File: src/rtl/fcvt_pipe.sv
`timescale 1ns/1ps
// fcvt_pipe: three-stage signed int <-> binary32 converter (RNE/RTZ) with
// saturation, inexact/invalid flags and a pass-through tag; one global stall enable.
module fcvt_pipe #(
    parameter int INT_W = 32,
    parameter int TAG_W = 5
) (
    input  logic             clk,
    input  logic             rstn,
    input  logic             in_valid,
    output logic             in_ready,
    input  logic             in_op,
    input  logic             in_rm,
    input  logic [31:0]      in_data,
    input  logic [TAG_W-1:0] in_tag,
    output logic             out_valid,
    input  logic             out_ready,
    output logic [31:0]      out_data,
    output logic [TAG_W-1:0] out_tag,
    output logic             out_nx,
    output logic             out_nv
);
    localparam logic [1:0] CLS_ZERO = 2'd0, CLS_NORM = 2'd1, CLS_INF = 2'd2, CLS_NAN = 2'd3;
    localparam logic [32:0] POS_MAX = (33'd1 << (INT_W - 1)) - 33'd1;
    localparam logic [32:0] NEG_MAG = 33'd1 << (INT_W - 1);
    localparam logic signed [9:0] EXP_BIG = 10'(INT_W);

    logic adv;

    logic             s1_vld_q, s1_vld_d, s1_op_q, s1_op_d, s1_rm_q, s1_rm_d, s1_sgn_q, s1_sgn_d;
    logic [TAG_W-1:0] s1_tag_q, s1_tag_d;
    logic [31:0]      s1_mag_q, s1_mag_d;
    logic signed [9:0] s1_exp_q, s1_exp_d;
    logic [1:0]       s1_cls_q, s1_cls_d;
    logic [INT_W-1:0] ival, imag;

    logic             s2_vld_q, s2_vld_d, s2_op_q, s2_op_d, s2_rm_q, s2_rm_d, s2_sgn_q, s2_sgn_d;
    logic [TAG_W-1:0] s2_tag_q, s2_tag_d;
    logic [31:0]      s2_mag_q, s2_mag_d;
    logic [7:0]       s2_exp_q, s2_exp_d;
    logic             s2_grd_q, s2_grd_d, s2_stk_q, s2_stk_d, s2_zero_q, s2_zero_d;
    logic             s2_big_q, s2_big_d, s2_nan_q, s2_nan_d;
    logic [31:0]      norm;
    logic [95:0]      wide;
    logic [5:0]       sh;

    logic             out_vld_q, out_vld_d, out_nx_q, out_nx_d, out_nv_q, out_nv_d;
    logic [31:0]      out_data_q, out_data_d;
    logic [TAG_W-1:0] out_tag_q, out_tag_d;
    logic             inc, ovf;
    logic [24:0]      man_r;
    logic [7:0]       bexp;
    logic [32:0]      rnd;

    assign adv       = ~out_vld_q | out_ready;
    assign in_ready  = adv;
    assign out_valid = out_vld_q;
    assign out_data  = out_data_q;
    assign out_tag   = out_tag_q;
    assign out_nx    = out_nx_q;
    assign out_nv    = out_nv_q;

    // S1: decode. s1_exp holds the leading-one position (itof) or unbiased exponent (ftoi).
    always_comb begin
        s1_vld_d = in_valid;
        s1_op_d  = in_op;
        s1_rm_d  = in_rm;
        s1_tag_d = in_tag;
        ival     = in_data[INT_W-1:0];
        imag     = ival[INT_W-1] ? -ival : ival;
        s1_sgn_d = in_data[31];
        s1_mag_d = {8'h00, |in_data[30:23], in_data[22:0]};
        s1_exp_d = $signed({2'b00, in_data[30:23]}) - 10'sd127;
        s1_cls_d = CLS_NORM;
        if (in_data[30:23] == 8'h00)
            s1_cls_d = CLS_ZERO;
        else if (in_data[30:23] == 8'hFF)
            s1_cls_d = (|in_data[22:0]) ? CLS_NAN : CLS_INF;
        if (!in_op) begin
            s1_sgn_d = ival[INT_W-1];
            s1_mag_d = 32'(imag);
            s1_exp_d = '0;
            for (int i = 0; i < INT_W; i++)
                if (imag[i]) s1_exp_d = 10'(i);
            s1_cls_d = (imag == '0) ? CLS_ZERO : CLS_NORM;
        end
    end

    // S2: align. ftoi places the mantissa so bits [95:64] are the integer part,
    // bit 63 the guard; anything below 0.5 collapses into sticky.
    always_comb begin
        s2_vld_d  = s1_vld_q;
        s2_op_d   = s1_op_q;
        s2_rm_d   = s1_rm_q;
        s2_sgn_d  = s1_sgn_q;
        s2_tag_d  = s1_tag_q;
        s2_exp_d  = s1_exp_q[7:0];
        s2_zero_d = (s1_cls_q == CLS_ZERO);
        s2_mag_d  = '0;
        s2_grd_d  = 1'b0;
        s2_stk_d  = 1'b0;
        s2_big_d  = 1'b0;
        s2_nan_d  = 1'b0;
        norm      = s1_mag_q << (5'd31 - s1_exp_q[4:0]);
        sh        = 6'd31 - s1_exp_q[5:0];
        if (s1_exp_q < -10'sd1) sh = 6'd33;
        wide      = {s1_mag_q[23:0], 72'd0} >> sh;
        if (!s1_op_q) begin
            s2_mag_d = norm;
            s2_grd_d = norm[7];
            s2_stk_d = |norm[6:0];
        end else begin
            case (s1_cls_q)
                CLS_ZERO: s2_stk_d = |s1_mag_q;
                CLS_INF:  s2_big_d = 1'b1;
                CLS_NAN:  s2_nan_d = 1'b1;
                default: begin
                    if (s1_exp_q >= EXP_BIG) begin
                        s2_big_d = 1'b1;
                    end else begin
                        s2_mag_d = wide[95:64];
                        s2_grd_d = wide[63];
                        s2_stk_d = |wide[62:0];
                    end
                end
            endcase
        end
    end

    // S3: round, saturate, pack. ftoi overflow is judged on the rounded magnitude.
    always_comb begin
        out_vld_d  = s2_vld_q;
        out_tag_d  = s2_tag_q;
        out_data_d = '0;
        out_nx_d   = 1'b0;
        out_nv_d   = 1'b0;
        inc        = 1'b0;
        ovf        = 1'b0;
        man_r      = '0;
        bexp       = '0;
        rnd        = '0;
        if (!s2_op_q) begin
            inc   = ~s2_rm_q & s2_grd_q & (s2_stk_q | s2_mag_q[8]);
            man_r = {1'b0, s2_mag_q[31:8]} + {24'd0, inc};
            bexp  = s2_exp_q + 8'd127 + {7'd0, man_r[24]};
            if (!s2_zero_q) begin
                out_data_d = {s2_sgn_q, bexp, man_r[24] ? man_r[23:1] : man_r[22:0]};
                out_nx_d   = s2_grd_q | s2_stk_q;
            end
        end else begin
            inc = ~s2_rm_q & s2_grd_q & (s2_stk_q | s2_mag_q[0]);
            rnd = {1'b0, s2_mag_q} + {32'd0, inc};
            ovf = s2_big_q | (s2_sgn_q ? (rnd > NEG_MAG) : (rnd > POS_MAX));
            if (s2_nan_q) begin
                out_data_d = POS_MAX[31:0];
                out_nv_d   = 1'b1;
            end else if (ovf) begin
                out_data_d = s2_sgn_q ? ~POS_MAX[31:0] : POS_MAX[31:0];
                out_nv_d   = 1'b1;
            end else begin
                out_data_d = s2_sgn_q ? -rnd[31:0] : rnd[31:0];
                out_nx_d   = s2_grd_q | s2_stk_q;
            end
        end
    end

    always_ff @(posedge clk) begin
        if (!rstn) begin
            s1_vld_q <= 1'b0; s1_op_q <= 1'b0; s1_rm_q <= 1'b0; s1_sgn_q <= 1'b0;
            s1_tag_q <= '0; s1_mag_q <= '0; s1_exp_q <= '0; s1_cls_q <= '0;
            s2_vld_q <= 1'b0; s2_op_q <= 1'b0; s2_rm_q <= 1'b0; s2_sgn_q <= 1'b0;
            s2_tag_q <= '0; s2_mag_q <= '0; s2_exp_q <= '0; s2_grd_q <= 1'b0;
            s2_stk_q <= 1'b0; s2_zero_q <= 1'b0; s2_big_q <= 1'b0; s2_nan_q <= 1'b0;
            out_vld_q <= 1'b0; out_data_q <= '0; out_tag_q <= '0;
            out_nx_q <= 1'b0; out_nv_q <= 1'b0;
        end else if (adv) begin
            s1_vld_q <= s1_vld_d; s1_op_q <= s1_op_d; s1_rm_q <= s1_rm_d; s1_sgn_q <= s1_sgn_d;
            s1_tag_q <= s1_tag_d; s1_mag_q <= s1_mag_d; s1_exp_q <= s1_exp_d; s1_cls_q <= s1_cls_d;
            s2_vld_q <= s2_vld_d; s2_op_q <= s2_op_d; s2_rm_q <= s2_rm_d; s2_sgn_q <= s2_sgn_d;
            s2_tag_q <= s2_tag_d; s2_mag_q <= s2_mag_d; s2_exp_q <= s2_exp_d; s2_grd_q <= s2_grd_d;
            s2_stk_q <= s2_stk_d; s2_zero_q <= s2_zero_d; s2_big_q <= s2_big_d; s2_nan_q <= s2_nan_d;
            out_vld_q <= out_vld_d; out_data_q <= out_data_d; out_tag_q <= out_tag_d;
            out_nx_q <= out_nx_d; out_nv_q <= out_nv_d;
        end
    end
endmodule

File: config.mk
export PLATFORM = sky130hd
export DESIGN_NAME = fcvt_pipe
export DESIGN_NICKNAME = d
export VERILOG_FILES = /design/src/rtl/fcvt_pipe.sv
export SDC_FILE = /design/constraint.sdc
export NUM_CORES = 1
export LEC_CHECK = 0
export ABC_AREA = 1
export ABC_CLOCK_PERIOD_IN_PS = 5720
export BUFFER_PORTS_ARGS = -buffer_cell sky130_fd_sc_hd__buf_4
export CAP_MARGIN = 20
export CORE_AREA = 2 2 155 157
export DETAILED_ROUTE_END_ITERATION = 8
export DIE_AREA = 0 0 157 159
export PLACE_DENSITY = 0.73
export SETUP_SLACK_MARGIN = 0.15
export SYNTH_ARGS = -nofsm -noshare
export SYNTH_HDL_FRONTEND = slang
export SYNTH_SLANG_ARGS = --single-unit
File: constraint.sdc
create_clock -name clk -period 5.72 [get_ports clk]
set_input_delay 1.144 -clock clk [delete_from_list [all_inputs] [get_ports clk]]
set_output_delay 1.144 -clock clk [all_outputs]
set_load 0.03 [all_outputs]
# [Word-level counts from Yosys, hierarchy flattened]
# Index checks and enable logic that the tools add are counted.
[op_classes] n_reduce_logical=11 n_mux=69 bitwise_logic=10 shift=2 eq_ne=3 n_lt_le_gt_ge=4 add_sub_neg=9
[ops] op="32-bit 2-to-1 mux" count=11
[ops] op="10-bit 2-to-1 mux" count=31
[ops] op="96-bit by 6-bit >> shifter with 96-bit output" count=1
[ops] op="32-bit negation" count=2
[ops] op="63-bit OR reduction" count=1
[ops] op="32-bit by 1-bit adder with 33-bit output" count=1
[ops] op="33-bit by 31-bit > comparator with 1-bit output (second input constant)" count=1
[ops] op="33-bit by 32-bit > comparator with 1-bit output (second input constant)" count=1
[ops] op="32-bit zero test" count=1
[ops] op="32-bit OR reduction" count=1
[ops] op="32-bit by 5-bit << shifter with 32-bit output" count=1
[ops] op="24-bit by 1-bit adder with 25-bit output" count=1
[ops] op="23-bit 2-to-1 mux" count=1
[ops] op="23-bit OR reduction" count=1
[ops] op="1-bit 2-to-1 mux" count=20
[ops] op="10-bit by 7-bit greater-or-equal comparator with 1-bit output (second input constant)" count=1
[ops] op="10-bit by 1-bit less-than comparator with 1-bit output (second input constant)" count=1
[ops] op="8-bit by 7-bit subtractor with 9-bit output (second input constant)" count=1
[ops] op="8-bit by 1-bit adder with 8-bit output" count=1
[ops] op="8-bit by 7-bit adder with 8-bit output (second input constant)" count=1
[ops] op="8-bit == test (second input constant)" count=1
[ops] op="8-bit zero test" count=1
[ops] op="8-bit OR reduction" count=1
[ops] op="7-bit OR reduction" count=1
[ops] op="other kinds (12)" count=24
[totals] output_inout_bits=41 register_bits=147 inputBits=43

# [Depth between registers and ports, before layout]
# Gate-level depths: netlist (run 1).
[logic_depth] word_depth=34 mapped_depth=36 ltp_nobuf=36

# [Worst setup path after synthesis (run 1)]
# OpenSTA, ideal clock, no wires.
[synth_timing] kind="register -> register" start="register s2_grd_q" end="register out_data_q[12] (netlist: out_data[12])" setup_ns=0.117 n_path_buf=1 synth_period_minus_slack_ns=3.861 slack_ns=1.859 arrival_ns=3.744 t_required_ns=5.603 stages_incl_launch_ff=30 path_cell_list="dfxtp_1 -> inv_1 -> or2_2 -> nor2_1 -> ha_1 -> ha_1 -> nand2_1 -> inv_1 -> nand3_1 -> nor2_2 -> nand3_2 -> nor3_1 -> nand3_1 -> xor2_1 -> clkinv_1 -> nor3_2 -> nand3_2 -> nor2_2 -> nand2_1 -> nor2_2 -> nand2_2 -> nand2_4 -> nand3_4 -> nand2_4 -> nand2_2 -> buf_6 -> clkinv_4 -> nand2_1 -> a21oi_1 -> nor2_1"
[synth_via] elab_chain_cells=9
[synth_rtl] element="from (decl)" line_no="41" source="logic s2_grd_q, s2_grd_d, s2_stk_q, s2_stk_d, s2_zero_q, s2_zero_d;"
[synth_rtl] element="from (signal assigned)" line_no="180" source="s2_tag_q <= s2_tag_d; s2_mag_q <= s2_mag_d; s2_exp_q <= s2_exp_d; s2_grd_q <= s2_grd_d;"
[synth_rtl] element="1-bit AND (*)" line_no="143, 151"
[synth_rtl] element="1-bit AND" line_no="151" source="inc = ~s2_rm_q & s2_grd_q & (s2_stk_q | s2_mag_q[0]);"
[synth_rtl] element="32-bit by 1-bit adder with 33-bit output" line_no="152" source="rnd = {1'b0, s2_mag_q} + {32'd0, inc};"
[synth_rtl] element="33-bit by 31-bit > comparator with 1-bit output or 33-bit by 32-bit > comparator with 1-bit output (tied branches)" line_no="153" source="ovf = s2_big_q | (s2_sgn_q ? (rnd > NEG_MAG) : (rnd > POS_MAX));"
[synth_rtl] element="1-bit 2-to-1 mux" line_no="153"
[synth_rtl] element="1-bit OR" line_no="153"
[synth_rtl] element="32-bit 2-to-1 mux" line_no="157" source="end else if (ovf) begin"
[synth_rtl] element="32-bit 2-to-1 mux" line_no="154" source="if (s2_nan_q) begin"
[synth_rtl] element="32-bit 2-to-1 mux (*)" line_no="142" source="if (!s2_op_q) begin"
[synth_rtl] element="to (signal assigned)" line_no="182" source="out_vld_q <= out_vld_d; out_data_q <= out_data_d; out_tag_q <= out_tag_d;"
[synth_rtl] element="to (decl)" line_no="48" source="logic [31:0] out_data_q, out_data_d;"
# Mark *: on every way between the ends. The rest lies on a longest branch, timed or not.
# A chain may end at the register's enable or synchronous reset.

# [Worst setup path after layout (run 1)]
[layout_timing] start="register s2_grd_q" end="register out_data_q[26] (netlist: out_data[26])"
# Same word-level chain as after synthesis.

==> impl_metrics.tcl, run 1 <==
set metrics [dict create \
    setup_ws_ps 810 \
    synth_edf_count 0 \
    grt_pass1_wl_mm 68.8 \
    first_pass_iters 6 \
    detail_route.wl_per_cell_um 17.3 \
    skew_ps 21.2 \
    ys_warn_count 0 \
    worstMarginPinSlew_ps 995 \
    io_pins 84 \
    grt_pass1_vias 13054 \
    die_y_um 159 \
    antenna_left 0 \
    p_leak_uw 0.00601 \
    ys_top_cells_by_count "519 x nand2_1, 271 x o21ai_0, 261 x nor2_1" \
    maxSlewHeadroom_pct 33.6 \
    synth_top_area_share_pct 23.1 \
    start_kind "register" \
    synthArstFlopShare_pct 0 \
    final_cell_area_um2 14000 \
    initial_utilization_pct 54.6 \
    die_w_um 157 \
    switchingPower_uw 1450 \
    yosysMostFrequentCell "nand2_1" \
    clock-sinks 146 \
    finalSetupViolCount 0 \
    grt_antenna_before_repair 0 \
    rsz0062_at_grt "no" \
    rows 56 \
    pre_cts_slack_ps 772 \
    cts_buffer_depth 2 \
    criticalPathCategory "reg2reg" \
    arrival_ps 5220 \
    grt_max_degree 98 \
    grt.overflow.total 0 \
    synth_area_um2 12700 \
    seqPwrFrac_pct 32.9 \
    tns_ps 0 \
    post_dp_cell_area_um2 13400 \
    dp.cells 2464 \
    gp_congestion 0.960 \
    power_frac_clock_pct 32.5 \
    maxCapViolations 0 \
    cts_tree "built" \
    fin_nets 2219 \
    grt_use_total_pct 34.4 \
    clk_pin_slew_worst_paths_ps 90 \
    vias_per_cell 5.78 \
    ys_seq_area_share_pct 23.1 \
    min_path_type "reg2reg" \
    area_delta_synth_final_pct 10.8 \
    vdd_drop_max_v 0.000186 \
    antennaDiodeCount 0 \
    max_freq_mhz 204 \
    coreArea_um2 23200 \
    synth.avg_cell_area_um2 5.87 \
    dp_hpwl_mm 33.5 \
    finalMaxSlewViolations 0 \
    p_per_area_nw_per_um2 250 \
    critPathMaxStageDelay_ps 430 \
    critical_path_required_ps 6030 \
    stdcell_count 2496 \
    drc_errors 0 \
    clk_latency_ps 440 \
    p_comb_share_pct 34.6 \
    synth_seq_cells 146 \
    crit_fanout 28 \
    wirelength_mm 43.2 \
    status "finished, final reports clean" \
    drive_gt1_share_pct 8.73 \
    fin_crit_sh_pct 85.8 \
    synthesis.nets 2211 \
    fin_crit_ps 4910 \
    swShare_pct 41.3 \
    syn_inst 2156 \
    post-route-util_pct 60.5 \
    root_buffer "clkbuf_16" \
    die_area_um2 25000 \
    slowest_stage "dfxtp_1" \
    port_buffers 83 \
    drtIter0Drc 1486 \
    htreeDepth 4 \
    synth_cell_types 61 \
    ys_top_cells_by_area "dfxtp_1 23%, nand2_1 15%, o21ai_0 11%, nor2_1 7.7%, inv_1 6.1%" \
    hold_viol 0 \
    cts_buffers 17 \
    p_int_uw 2060 \
    synth_area_leader_cell "dfxtp_1" \
    routed-via-count 14423 \
    holdBufCountCts 0 \
    cp_common_cell "nand2_1" \
    synth-main-ff-cell "dfxtp_1" \
    critPathCaptureType "register" \
]
==> per-layer routing <==
layer  wire length [um]  vias up  GRT usage (%)
met5                  0        -              0
met4               1150        0           10.6
met3               3390       82           6.02
met2              19000      565           53.3
met1              19600     6608           48.7
li1                   -     7168              -
==> placed cells by master, fill, tap and decap left out, types with 5 or more instances in the layout <==
master | netlist | layout
clkbuf_16 | 0 | 17
a31oi_1 | 31 | 31
o21ai_0 | 271 | 271
nand2_1 | 519 | 519
a21oi_1 | 118 | 118
nand3_1 | 105 | 105
mux2i_1 | 28 | 28
xnor2_1 | 16 | 16
nor2_2 | 5 | 7
a211oi_1 | 8 | 8
clkinv_1 | 8 | 7
dfxtp_1 | 146 | 146
ha_1 | 12 | 12
nand2_2 | 6 | 6
clkinv_8 | 0 | 6
inv_2 | 5 | 5
nor4_1 | 12 | 12
buf_4 | 0 | 105
nor3_1 | 35 | 34
o21ai_1 | 19 | 19
xor2_1 | 74 | 74
a221oi_1 | 14 | 14
nand4_1 | 31 | 31
nor2_1 | 261 | 258
o22ai_1 | 25 | 25
o211ai_1 | 15 | 15
o31ai_1 | 6 | 6
inv_1 | 207 | 207
or2_2 | 15 | 15
==> flip-flops by register name, summed over array words and instances, names as in the netlist, 2 cells and up <==
register and flops:
out_data 32, out_tag 5, out_tag_d 5, s1_cls_q 2, s1_exp_q 9, s1_mag_q 32
s1_tag_q 5, s2_exp_q 8, s2_mag_q 32
==> worst max-delay path: cells and delay by family (launching register included) <==
family	cells	cell delay, ps
AND/OR/NAND/NOR	21	3150
flip-flops	1	430
XOR/XNOR	1	430
adder cells (fa/ha/maj)	2	330
buffers and inverters	3	320
AO/OA/AOI/OAI	1	120
==> cells by family after synthesis <==
logic type / Yosys count / synth area share [%]
adders and majority gates: 12 / 1.19
xor gates and xnor gates: 91 / 6.36
muxes: 28 / 2.22
DFF: 146 / 23.1
AOI/OAI and AO/OA: 533 / 23.4
buffers and inverters: 337 / 10.1
and+or+nand+nor: 1009 / 33.6
==> what timing repair did <==
item | CTS | global route
endpoints found under the setup margin | 0 | 3
buffers inserted | 0 | 0
gates resized for setup | 0 | 1
endpoints found under the hold margin | 0 | 0
==> power by group through the flow <==
| stage | registers [uW] | logic, uW | clock network, uW |
|---|---|---|---|
| after CTS | 1150 | 1190 | 1150 |
| after floorplan | 1200 | 822 | 0 |
| final | 1160 | 1210 | 1140 |
| after global routing | 1160 | 1350 | 1190 |
| after global placement | 1180 | 1180 | 0 |
| after detailed placement | 1180 | 1180 | 0 |
==> final cells by class <==
cell class / count / area, um^2
Tap cell: 319 / 399
Clock inverter: 15 / 184
Clock buffer: 17 / 425
Inverter: 221 / 837
Sequential cell: 146 / 2920
Fill cell: 2385 / 9170
Timing Repair Buffer: 105 / 788
Multi-Input combinational cell: 1673 / 8460
==> final timing paths <==
kind             endpoint       from  slack (ps)  cells past startpoint
min             out_vld_d  out_vld_d         460                      2
max          out_data[26]   s2_grd_q         810                     28
max reg2reg  out_data[26]   s2_grd_q         810                     28
min reg2reg     out_vld_d  out_vld_d         460                      2
==> through the flow <==
stage | hold slack [ps] | total power [uW]
floorplan | 430 | 2020
global placement | 441 | 2360
detailed placement | 454 | 2360
CTS | 464 | 3490
global route | 499 | 3700
finish | 463 | 3510
(Power assumes the default switching activity.)
==> inputs of run 2 (changes only) <==
Settings changed: ABC_CLOCK_PERIOD_IN_PS 5720 to 3900, PLACE_DENSITY 0.73 to 0.76.
Clock period 5.72 ns to 3.9 ns, I/O delays scaled along.
==> impl_metrics.tcl, run 2 (synthesis gave the netlist of run 1 again) <==
set metrics [dict create \
    die_y_um 159 \
    critical_path_required_ps 4220 \
    antenna_left 0 \
    finalMaxSlewViolations 0 \
    finalSetupViolCount 34 \
    initial_utilization_pct 54.6 \
    die_area_um2 25000 \
    p_per_area_nw_per_um2 354 \
    maxCapViolations 0 \
    root_buffer "clkbuf_16" \
    coreArea_um2 23200 \
    grt_use_total_pct 36.3 \
    area_delta_synth_final_pct 25.4 \
    fin_crit_sh_pct 104 \
    critPathCaptureType "register" \
    grt_antenna_before_repair 0 \
    layout_common_cells "513 x nand2_1, 254 x buf_4, 252 x o21ai_0" \
    clock-sinks 146 \
    min_path_type "reg2reg" \
    criticalPathCategory "reg2reg" \
    total_power_uw 5620 \
    tns_ps -2660 \
    skew_ps 17.6 \
    drtIter0Drc 1706 \
    max_freq_mhz 248 \
    vdd_drop_max_v 0.000269 \
    cp_common_cell "nor2_4" \
    arrival_ps 4360 \
    grt.overflow.total 0 \
    post_dp_cell_area_um2 14500 \
    htreeDepth 4 \
    critPathMaxStageDelay_ps 350 \
    final_cell_area_um2 15900 \
    fill_cells 2161 \
    rows 56 \
    rsz0062_at_grt "yes" \
    io_pins 84 \
    clk_pin_slew_worst_paths_ps 70 \
    antennaDiodeCount 0 \
    routed-via-count 15214 \
    holdBufCountCts 0 \
    crit_fanout 5 \
    p_leak_uw 0.00697 \
    slowest_stage "dfxtp_2" \
    cts_buffers 17 \
    start_kind "register" \
    vias_per_cell 5.72 \
    grt_max_degree 73 \
    stdcell_count 2658 \
    r2r_slack_ps -140 \
    cts_buffer_depth 2 \
    maxSlewHeadroom_pct 38.8 \
    grt_pass1_vias 13770 \
    wirelength_mm 46.2 \
    port_buffers 83 \
    cts_tree "built" \
    clk_latency_ps 450 \
    drc_errors 0 \
    grt_pass1_wl_mm 72.2 \
    gp_congestion 0.984 \
    fin_nets 2381 \
    dp_hpwl_mm 35.1 \
    dp.cells 2597 \
    fin_crit_ps 4040 \
    first_pass_iters 6 \
    die_w_um 157 \
    setup_ws_ps -139 \
    status "finished with violations" \
    drive_gt1_share_pct 18.4 \
    detail_route.wl_per_cell_um 17.4 \
    final_common_cell "nand2_1" \
    violations "negative setup slack" \
    hold_viol 0 \
    worstMarginPinSlew_ps 909 \
]
[run 2: changes by cell type in the layout (fill, tap and decap cells not counted), sizes merged]
cell	change
clkbuf	+1
clkinv	-2
clkinvlp	-1
buf	+161
inv	+3
[run 2: final timing paths]
path,start,to,cells after the start
worst min register to register,s2_exp_q[0],s2_exp_q[0],2
worst max register to register,s2_grd_q,out_data[16],29
worst min-delay path,s2_exp_q[0],s2_exp_q[0],2
worst max-delay path,s2_grd_q,out_data[16],29
[run 2: area by class of cell]
cell class                      count  area (um^2)  area share, %
Tap cell                          319          399           2.51
Clock buffer                       17          425           2.68
Timing Repair Buffer              267         2120           13.4
Multi-Input combinational cell   1673         8980           56.6
Sequential cell                   146         2930           18.4
Inverter                          221          837           5.27
Clock inverter                     15          183           1.15
[run 2: power breakdown]
group	switching, uW	internal (uW)	total, uW
registers	92.9	1600	1690
clock network	823	871	1690
logic	1380	851	2230
total	2300	3320	5620
[run 2: per-stage QoR]
step           hold slack (ps)  setup WS [ps]  util [%]
3_3_place_gp               442           15.8      62.4
5_1_grt                    490           -314      68.4
6_report                   466           -139      68.4
2_1_floorplan              430            164         -
4_1_cts                    467           16.1      66.0
3_5_place_dp               453           -166      62.4
[run 2: worst max-delay path: cells and delay by family (launching register included)]
| kind | cells | cell delay, ps |
|---|---|---|
| simple gates | 23 | 2750 |
| flops | 1 | 350 |
| buf+inv | 2 | 230 |
| compound gates | 2 | 210 |
| xor+xnor | 1 | 210 |
| fa+ha+maj | 1 | 170 |
[run 2: per-layer routing]
layer  vias up  part of all wire [%]  track usage (%)
met5         -                     0                0
met4         0                   3.0             11.4
met3        96                   6.7             5.01
met2       593                    46             57.7
met1      7047                    44             50.7
li1       7478                     -                -
[run 2: repair_timing]
action	CTS	global route
hold endpoints to repair	0	0
setup endpoints to repair	34	35
setup buffers	13	14
cloned	1	1
gates resized for setup	27	109
pin swaps	14	31
